## src/rtl/mem_access_unit_if.sv

```systemverilog
// Request/response and word-memory bus bundle for mem_access_unit.
// slave: the access unit; master: the requesting CPU stage / memory side.
interface mem_access_unit_if;
  logic        start;
  logic [3:0]  op;
  logic [31:0] addr;
  logic [31:0] store_data;
  logic [31:0] rt_old;
  logic        busy;
  logic        done;
  logic        error;
  logic [31:0] load_result;
  logic [31:0] data_address;
  logic        data_read;
  logic        data_write;
  logic [31:0] data_writedata;
  logic [31:0] data_readdata;

  modport slave (
    input  start, op, addr, store_data, rt_old, data_readdata,
    output busy, done, error, load_result,
    output data_address, data_read, data_write, data_writedata
  );

  modport master (
    output start, op, addr, store_data, rt_old, data_readdata,
    input  busy, done, error, load_result,
    input  data_address, data_read, data_write, data_writedata
  );
endinterface

```

## src/rtl/mem_access_unit.sv

```systemverilog
// Big-endian MIPS load/store sequencer in front of a word-only memory.
// Optional macro UNALIGNED_LR_EN enables LWL/LWR; otherwise ops 8/9 are illegal.
module mem_access_unit #(
  parameter int MEM_ADDR_BITS  = 18,
  parameter bit ILLEGAL_READ_X = 1'b0
) (
  input logic           clk,
  input logic           reset,
  mem_access_unit_if.slave bus
);
  localparam logic [3:0] OP_LW = 4'd0, OP_LB = 4'd1, OP_LBU = 4'd2, OP_LH = 4'd3,
                         OP_LHU = 4'd4, OP_SW = 4'd5, OP_SB = 4'd6, OP_SH = 4'd7;
`ifdef UNALIGNED_LR_EN
  localparam logic [3:0] OP_LWL = 4'd8, OP_LWR = 4'd9;
`endif

  typedef enum logic [2:0] {IDLE, LOAD, WRITE, RMW_READ, RMW_WRITE, FIN} state_t;
  state_t state, state_n;

  logic [3:0]  op_q;
  logic [1:0]  off_q;
  logic [31:0] sd_q, merge_q, load_q, wd_q, addr_out_q;
  logic        err_q;
`ifdef UNALIGNED_LR_EN
  logic [31:0] rt_q;
`endif

  logic        acc, bad, op_legal, misaligned, out_of_range;
  logic        wr_state, wr_en;
  logic [31:0] ld_val, wd_val, rd_sh, lane_mask, lane_data;

  // Request validation on the live inputs; only consulted in IDLE
  always_comb begin
    op_legal = 1'b0;
    case (bus.op)
      OP_LW, OP_LB, OP_LBU, OP_LH, OP_LHU, OP_SW, OP_SB, OP_SH: op_legal = 1'b1;
`ifdef UNALIGNED_LR_EN
      OP_LWL, OP_LWR: op_legal = 1'b1;
`endif
      default: op_legal = 1'b0;
    endcase
    misaligned = 1'b0;
    case (bus.op)
      OP_LW, OP_SW:         misaligned = (bus.addr[1:0] != 2'b00);
      OP_LH, OP_LHU, OP_SH: misaligned = bus.addr[0];
      default:              misaligned = 1'b0;
    endcase
    out_of_range = ((bus.addr >> MEM_ADDR_BITS) != 32'd0);
    bad = !op_legal || misaligned || out_of_range;
  end

  always_ff @(posedge clk) begin
    if (reset) state <= IDLE;
    else       state <= state_n;
  end

  always_comb begin
    state_n = state;
    acc     = 1'b0;
    case (state)
      IDLE: if (bus.start) begin
        acc = 1'b1;
        if (bad)                                  state_n = FIN;
        else if (bus.op == OP_SW)                 state_n = WRITE;
        else if (bus.op == OP_SB || bus.op == OP_SH) state_n = RMW_READ;
        else                                      state_n = LOAD;
      end
      LOAD:      state_n = FIN;
      WRITE:     state_n = FIN;
      RMW_READ:  state_n = RMW_WRITE;
      RMW_WRITE: state_n = FIN;
      FIN:       state_n = IDLE;
      default:   state_n = IDLE;
    endcase
  end

  // Load extraction: rd_sh right-justifies the addressed byte (offset 0 = MSB)
  always_comb begin
    rd_sh  = bus.data_readdata >> {2'd3 - off_q, 3'b000};
    ld_val = bus.data_readdata;
    case (op_q)
      OP_LB:  ld_val = {{24{rd_sh[7]}}, rd_sh[7:0]};
      OP_LBU: ld_val = {24'd0, rd_sh[7:0]};
      OP_LH:  ld_val = off_q[1] ? {{16{bus.data_readdata[15]}}, bus.data_readdata[15:0]}
                                : {{16{bus.data_readdata[31]}}, bus.data_readdata[31:16]};
      OP_LHU: ld_val = off_q[1] ? {16'd0, bus.data_readdata[15:0]}
                                : {16'd0, bus.data_readdata[31:16]};
`ifdef UNALIGNED_LR_EN
      OP_LWL: ld_val = (bus.data_readdata << {off_q, 3'b000})
                     | (rt_q & ~(32'hFFFF_FFFF << {off_q, 3'b000}));
      OP_LWR: ld_val = rd_sh | (rt_q & ~(32'hFFFF_FFFF >> {2'd3 - off_q, 3'b000}));
`endif
      default: ld_val = bus.data_readdata;
    endcase
  end

  // Store merge: replace the addressed lane of the word read in RMW_READ
  always_comb begin
    if (op_q == OP_SH) begin
      lane_mask = off_q[1] ? 32'h0000_FFFF : 32'hFFFF_0000;
      lane_data = {2{sd_q[15:0]}};
    end else begin
      lane_mask = 32'hFF00_0000 >> {off_q, 3'b000};
      lane_data = {4{sd_q[7:0]}};
    end
    wd_val = (state == WRITE) ? sd_q : ((merge_q & ~lane_mask) | (lane_data & lane_mask));
  end

  assign wr_state = (state == WRITE) || (state == RMW_WRITE);
  // Reset masks the write so a reset landing on a write state cannot corrupt memory
  assign wr_en    = wr_state && !reset;

  always_ff @(posedge clk) begin
    if (reset) begin
      op_q <= '0; off_q <= '0; sd_q <= '0; merge_q <= '0;
      load_q <= '0; wd_q <= '0; addr_out_q <= '0; err_q <= 1'b0;
`ifdef UNALIGNED_LR_EN
      rt_q <= '0;
`endif
    end else begin
      if (acc) begin
        op_q       <= bus.op;
        off_q      <= bus.addr[1:0];
        sd_q       <= bus.store_data;
        addr_out_q <= {bus.addr[31:2], 2'b00};
        err_q      <= bad;
`ifdef UNALIGNED_LR_EN
        rt_q       <= bus.rt_old;
`endif
      end
      if (state == LOAD)     load_q  <= ld_val;
      if (state == RMW_READ) merge_q <= bus.data_readdata;
      if (wr_en)             wd_q    <= wd_val;
    end
  end

  always_comb begin
    if (wr_state)            bus.data_writedata = wd_val;
    else if (ILLEGAL_READ_X) bus.data_writedata = 'x;
    else                     bus.data_writedata = wd_q;
  end

  assign bus.busy         = (state != IDLE) && (state != FIN);
  assign bus.done         = (state == FIN);
  assign bus.error        = (state == FIN) && err_q;
  assign bus.load_result  = load_q;
  assign bus.data_address = addr_out_q;
  assign bus.data_read    = (state == LOAD) || (state == RMW_READ);
  assign bus.data_write   = wr_en;
endmodule

```

## src/flat_wrapper.sv

```systemverilog
// flat-port wrapper written by rule: the top's interface ports become plain ports
module mem_access_unit_flat 
#(
  parameter int MEM_ADDR_BITS  = 18,
  parameter bit ILLEGAL_READ_X = 1'b0
)
  (clk, reset, bus_start, bus_op, bus_addr, bus_store_data, bus_rt_old, bus_data_readdata, bus_busy, bus_done, bus_error, bus_load_result, bus_data_address, bus_data_read, bus_data_write, bus_data_writedata);
  mem_access_unit_if bus_i ();
  input logic clk;
  input logic reset;
  input wire logic [$bits(bus_i.start)-1:0] bus_start;
  input wire logic [$bits(bus_i.op)-1:0] bus_op;
  input wire logic [$bits(bus_i.addr)-1:0] bus_addr;
  input wire logic [$bits(bus_i.store_data)-1:0] bus_store_data;
  input wire logic [$bits(bus_i.rt_old)-1:0] bus_rt_old;
  input wire logic [$bits(bus_i.data_readdata)-1:0] bus_data_readdata;
  output wire logic [$bits(bus_i.busy)-1:0] bus_busy;
  output wire logic [$bits(bus_i.done)-1:0] bus_done;
  output wire logic [$bits(bus_i.error)-1:0] bus_error;
  output wire logic [$bits(bus_i.load_result)-1:0] bus_load_result;
  output wire logic [$bits(bus_i.data_address)-1:0] bus_data_address;
  output wire logic [$bits(bus_i.data_read)-1:0] bus_data_read;
  output wire logic [$bits(bus_i.data_write)-1:0] bus_data_write;
  output wire logic [$bits(bus_i.data_writedata)-1:0] bus_data_writedata;
  assign bus_i.start = bus_start;
  assign bus_i.op = bus_op;
  assign bus_i.addr = bus_addr;
  assign bus_i.store_data = bus_store_data;
  assign bus_i.rt_old = bus_rt_old;
  assign bus_i.data_readdata = bus_data_readdata;
  assign bus_busy = bus_i.busy;
  assign bus_done = bus_i.done;
  assign bus_error = bus_i.error;
  assign bus_load_result = bus_i.load_result;
  assign bus_data_address = bus_i.data_address;
  assign bus_data_read = bus_i.data_read;
  assign bus_data_write = bus_i.data_write;
  assign bus_data_writedata = bus_i.data_writedata;
  mem_access_unit #(.MEM_ADDR_BITS(MEM_ADDR_BITS), .ILLEGAL_READ_X(ILLEGAL_READ_X)) u_core (.clk(clk), .reset(reset), .bus(bus_i));
endmodule
```

## config.mk

```make
export PLATFORM = sky130hd
export DESIGN_NAME = mem_access_unit_flat
export DESIGN_NICKNAME = d
export VERILOG_FILES = /design/src/rtl/mem_access_unit_if.sv /design/src/rtl/mem_access_unit.sv /design/src/flat_wrapper.sv
export SDC_FILE = /design/constraint.sdc
export NUM_CORES = 1
export LEC_CHECK = 0
export CAP_MARGIN = 20
export CORE_UTILIZATION = 40
export DETAILED_ROUTE_END_ITERATION = 10
export HOLD_SLACK_MARGIN = 0.03
export PLACE_DENSITY = 0.69
export SLEW_MARGIN = 20
export SYNTH_ARGS = -nofsm -noshare
export SYNTH_HDL_FRONTEND = slang
export SYNTH_SLANG_ARGS = --single-unit
```

## constraint.sdc

```tcl
create_clock -name clk -period 4.15 [get_ports clk]
set_clock_uncertainty 0.15 [all_clocks]
set_input_delay 1.0375 -clock clk [delete_from_list [all_inputs] [get_ports clk]]
set_output_delay 1.0375 -clock clk [all_outputs]
set_load 0.02 [all_outputs]
```

==> reports/results.tsv <==
stage	metric	value	unit
global_routing	initial antenna violation count	0	
drt	DRT iter0 DRCs	654	
yosys	Post-Syn Area	0.00788	mm²
floorplan	I/O pins	236	
layout	Layout Cells excl Fill	1450	
sta	Rel. slew slack	28.3	%
global_routing	global-route usage over all layers	25.1	%
floorplan	Die W	142	µm
worst_setup_path	WS Path Type	flip-flop to primary output	
sta	Final Cycle Share	96.1	%
sta	Worst Tran Pin Value	1.07	ns
yosys	ys async rst share	0	%
yosys	Synth Instances	1022	
layout	layout cells sized above 1	7.65	%
flow_run	MaxCap Viol Count	0	
worst_setup_path	CP Max Fanout	14	
global_routing	number of global-route vias before repair	7248	
global_routing	largest net degree at the start of global routing	171	
floorplan	Starting Density	41.4	%
pwr	P_leak	3.76	nW
layout	area delta synth->final	35.8	%
floorplan	die area	0.0203	mm²
drt	# DRC	0	
layout	commonest non-fill, non-tap cell in the layout	nand2_1	
sta	RSZ-0062 raised after global routing	false	
drt	DR pass1 iterations	5	
worst_setup_path	Worst setup SP type	flip-flop	
global_routing	first-pass GRT wire length	39.4	mm
clock_tree	CTS HTree Levels	4	
clock_tree	Longest Clk Path Bufs	2	
floorplan	Core Area	0.0190	mm²
placement	hpwl dp	17.8	mm
worst_setup_path	CP Capture Type	primary output	
global_routing	Overflow after GRT	0	
placement	PortBufs	201	
sta	post-route setup TNS	0	ns
layout	fillers	1819	
drt	DRT Wirelength	25.3	mm
yosys	Synth top area share	42.7	%
status	status	complete, no violations	
drt	ANT nets after route	0	
floorplan	row count	50	
yosys	Syn Area/Cell	7.71	µm²
clock_tree	Reg clk slew, reported paths	0.06	ns
placement	gpl congestion	0.901	
sta	Max Freq	251	MHz
yosys	FF+latch count, synth	168	
sta	Slew Limit Fails	0	
yosys	ys flop type	dfxtp_1	
clock_tree	root buf cell	clkbuf_16	
pwr	pwr dens	404	mW/mm²
clock_tree	Worst-Skew Late Latency	0.43	ns
layout	most frequent cells in the layout	253 x nand2_1, 199 x clkdlybuf4s50_1, 165 x dfxtp_1, 113 x a21oi_1, 82 x nor2_1	
floorplan	Die H	142	µm
yosys	Synth area leaders	dfxtp_1 43%, nand2_1 12%, a21oi_1 7.2%	
layout	Ant. Diodes	0	
clock_tree	TritonCTS clock tree	done	
clock_tree	Num CTS Buffers	17	
worst_setup_path	Worst EP arrival	2.80	ns
sta	Fin. Hold Viols	0	
drt	Vias	7886	
min_path	hold crit path type	flip-flop to flip-flop	
yosys	number of flops mapped to enable cells by yosys	0	
clock_tree	clk sink count	168	
drt	WL/cell	17.5	µm
yosys	post-synth cell types	56	
sta	minimum clock period	3.99	ns
placement	Placed Instances	1418	
clock_tree	post-CTS setup buffers	0	
sta	final setup violation count	0	
worst_setup_path	CP required	2.96	ns
yosys	number of synthesis warnings	0	
drt	vias per std cell	5.44	
yosys	Synth area leader	dfxtp_1	
yosys	sequential fraction of the synthesis area	42.7	%
layout	Final nets	1312	
pwr	Peak supply drop	323	µV
critical path, stage by stage (launching register included):
cell and delay (ns):
dfxtp_1 0.71, inv_1 0.19, a21oi_2 0.15, buf_4 0.21, mux2i_1 0.12, o31ai_1 0.32
clkdlybuf4s50_1 0.67
worst paths after layout:
path	slack, ns	start	cells after the start	end
max	0.16	u_core.off_q[0]	6	bus_data_writedata[17]
min reg2reg	0.30	u_core.wd_q[11]	2	u_core.wd_q[11]
min	0.30	u_core.wd_q[11]	2	u_core.wd_q[11]
max reg2reg	1.20	u_core.off_q[1]	6	u_core.bus.load_result[15]
cell usage after synthesis, types with 8 or more instances:
cell / number
nor2_1: 83
buf_2: 12
o31ai_1: 24
o211ai_1: 17
inv_1: 11
a22o_1: 8
nand2b_1: 11
dfxtp_1: 168
a31oi_1: 8
nor2b_1: 14
o21ai_0: 20
a2bb2oi_1: 8
nor4_1: 33
o22ai_1: 9
clkbuf_1: 59
o32ai_1: 8
nand2_1: 255
nor3_1: 29
mux2_2: 14
a211oi_1: 33
mux2i_1: 17
a21oi_1: 114
buf_1: 10
registers in the layout, summed over array words and instances (netlist names):
signal	count
u_core.sd_q	32
u_core.wd_q	32
u_core.bus.data_address	30
u_core.merge_q	32
u_core.op_q	4
u_core.off_q	2
u_core.state	3
u_core.err_q	1
u_core.bus.load_result	32
area by class of cell:
| class | count | area, µm² | share of cell area (%) |
|---|---|---|---|
| clock buffer | 21 | 450 | 4.21 |
| multi-input combinational | 754 | 4120 | 38.5 |
| tap | 260 | 325 | 3.04 |
| sequential | 168 | 3370 | 31.5 |
| timing repair buffer | 224 | 2210 | 20.7 |
| inverter | 12 | 45.0 | 0.421 |
| clock inverter | 11 | 173 | 1.61 |
timing repair:
item                                    in CTS  in global routing
hold buffers                                 0                  0
gates resized for setup                      2                 10
endpoints found under the setup margin      17                 21
routing by layer:
layer | GRT usage [%] | share of wire (%)
met5 | 0 | 0
met4 | 7.98 | 2.1
met3 | 6.46 | 7.4
met2 | 38.8 | 46
met1 | 34.1 | 44
power breakdown:
group	leakage [nW]	total (mW)	internal, mW	switching, mW
Clock	0.301	1.69	1.03	0.666
Sequential	1.37	1.76	1.70	0.0622
Combinational	2.09	0.859	0.375	0.484
Total	3.76	4.31	3.10	1.21
logic make-up after synthesis:
family | share of synthesized area [%]
AO/OA/AOI/OAI | 22.0
other | 0.0476
buffers and inverters | 5.53
XOR/XNOR | 0.222
flip-flops | 42.7
multiplexers | 4.45
AND/OR/NAND/NOR | 25.1
metrics by stage:
stage               hold slack [ns]  instance area (µm²)  total power, mW  setup slack [ns]  util (%)
detailed placement            0.289                10000             2.65             0.257      52.7
global route                  0.330                10700             4.49            0.0115      56.2
floorplan                     0.275                 7880             2.26             0.982         -
CTS                           0.304                10700             4.33            0.0267      56.1
finish                        0.301                10700             4.31             0.163      56.2
global placement              0.283                10000             2.64             0.296      52.7
Note: power is estimated with default switching activity, not from simulation.
==> patch: new RTL, same flow settings <==
The 6 states of `state_t` get a Gray code encoding in 3 bits.
--- a/src/rtl/mem_access_unit.sv
+++ b/src/rtl/mem_access_unit.sv
@@ -16,3 +16,3 @@
 
-  typedef enum logic [2:0] {IDLE, LOAD, WRITE, RMW_READ, RMW_WRITE, FIN} state_t;
+  typedef enum logic [2:0] {IDLE = 3'b000, LOAD = 3'b001, WRITE = 3'b011, RMW_READ = 3'b010, RMW_WRITE = 3'b110, FIN = 3'b111} state_t;
   state_t state, state_n;
Check against the original RTL: no difference found for any inputs over 4 cycles, from zero or initial values and one cycle with reset high; so few cycles prove little.
==> patch against the original RTL <==
  * Design area shrank 0.52%
  * Critical path depth unchanged
  * Wire length shrank 0.51%
  * Sequential cell count stayed put
  * Critical endpoint is now bus_data_writedata[10]
  * Worst setup slack improved by 0.59 ps
  * Global-route usage fell by 0.26 points
  * Largest power group unchanged
  * Die area down 0.44%
  * Area after synthesis is 0.44% lower
  * Worst hold slack better by 2.2 ps
  * Power rose by 11%
==> patch: results (changes against the original RTL) <==
metric	value	unit	change
peakVddDrop	0.000335	V	was 0.000323 V
grt_pass1_vias	7196		was 7248
outcome	finished clean		unchanged
vias	7924		was 7886
synth_compound_area_share	24.3	%	was 22.0%
gp_congestion	0.874		was 0.901
synthXorXnorAreaFrac	0.112	%	was 0.222%
wirelength_met1	11.2	mm	about the same
synth_top_cells_by_count	nand2_1 (221), dfxtp_1 (168), a21oi_1 (106), nor2_1 (74), clkbuf_1 (69)		was nand2_1 (255), dfxtp_1 (168), a21oi_1 (114), nor2_1 (83), clkbuf_1 (59)
use_met1	33.8	%	was 34.1%
place_area	10000	µm²	about the same
min-delay-start	u_core.bus.data_address[9]$_SDFFE_PP0P_		was u_core.wd_q[11]$_SDFFE_PP0P_
internal_power	3.24	mW	was 3.10 mW
wl_met2	11.5	mm	was 11.7 mm
drive_gt1_share	8.89	%	was 7.65%
ys_seq_area_share	42.9	%	was 42.7%
fmax	251	MHz	about the same
p_leak	3.63	nW	was 3.76 nW
yosysUniqueCellTypes	54		was 56
grt_pass1_wl	39.2	mm	was 39.4 mm
crit_path_top_delay_cell	clkdlybuf4s50_1		was dfxtp_1
wl_per_cell	17.9	µm	was 17.5 µm
whs	303	ps	was 301 ps
crit_end	bus_data_writedata[10]		was bus_data_writedata[17]
reg2reg_to	u_core.bus.load_result[15]$_SDFFE_PP0P_		was u_core.bus.load_result[15]$_SDFFE_PP0N_
cpPeakStageDelay	660	ps	was 710 ps
use_met2	38.5	%	was 38.8%
min_to	u_core.bus.data_address[9]$_SDFFE_PP0P_		was u_core.wd_q[11]$_SDFFE_PP0P_
synth_area_leaders	dfxtp_1 (43%), nand2_1 (11%), a21oi_1 (6.8%)		was dfxtp_1 (43%), nand2_1 (12%), a21oi_1 (7.2%)
wl	25.2	mm	was 25.3 mm
hpwl	17.5	mm	was 17.8 mm
dr.first_iter.drc_count	612		was 654
patch: power by group through the flow:
stage,clock (mW),sequential [mW],combinational (mW)
4_1_cts,1.60,1.86,1.36
3_3_place_gp,0,1.89,1.34
3_5_place_dp,0,1.89,1.35
2_1_floorplan,0,1.93,0.747
6_report,1.58,1.86,1.36
5_1_grt,1.66,1.88,1.47
patch: area by class of cell:
class                           instances  area [µm²]
Clock buffer                           19         433
Clock inverter                         13         150
Fill cell                            1751        8320
Inverter                                3        11.3
Multi-Input combinational cell        714        4100
Sequential cell                       168        3360
Tap cell                              260         325
Timing Repair Buffer                  231        2250
patch: cell families (layout without fill, tap and decap cells):
kind of cell,Yosys count,after routing
XOR/XNOR,1,1
AO/OA/AOI/OAI,286,286
other,1,2
AND/OR/NAND/NOR,376,376
flip-flops,168,168
multiplexers,49,49
buffers and inverters,91,266
patch: timing repair:
item                       CTS  global route
setup endpoints to repair    2            19
buffers inserted             1             0
pin swaps                    1             0
resized for setup            0             5
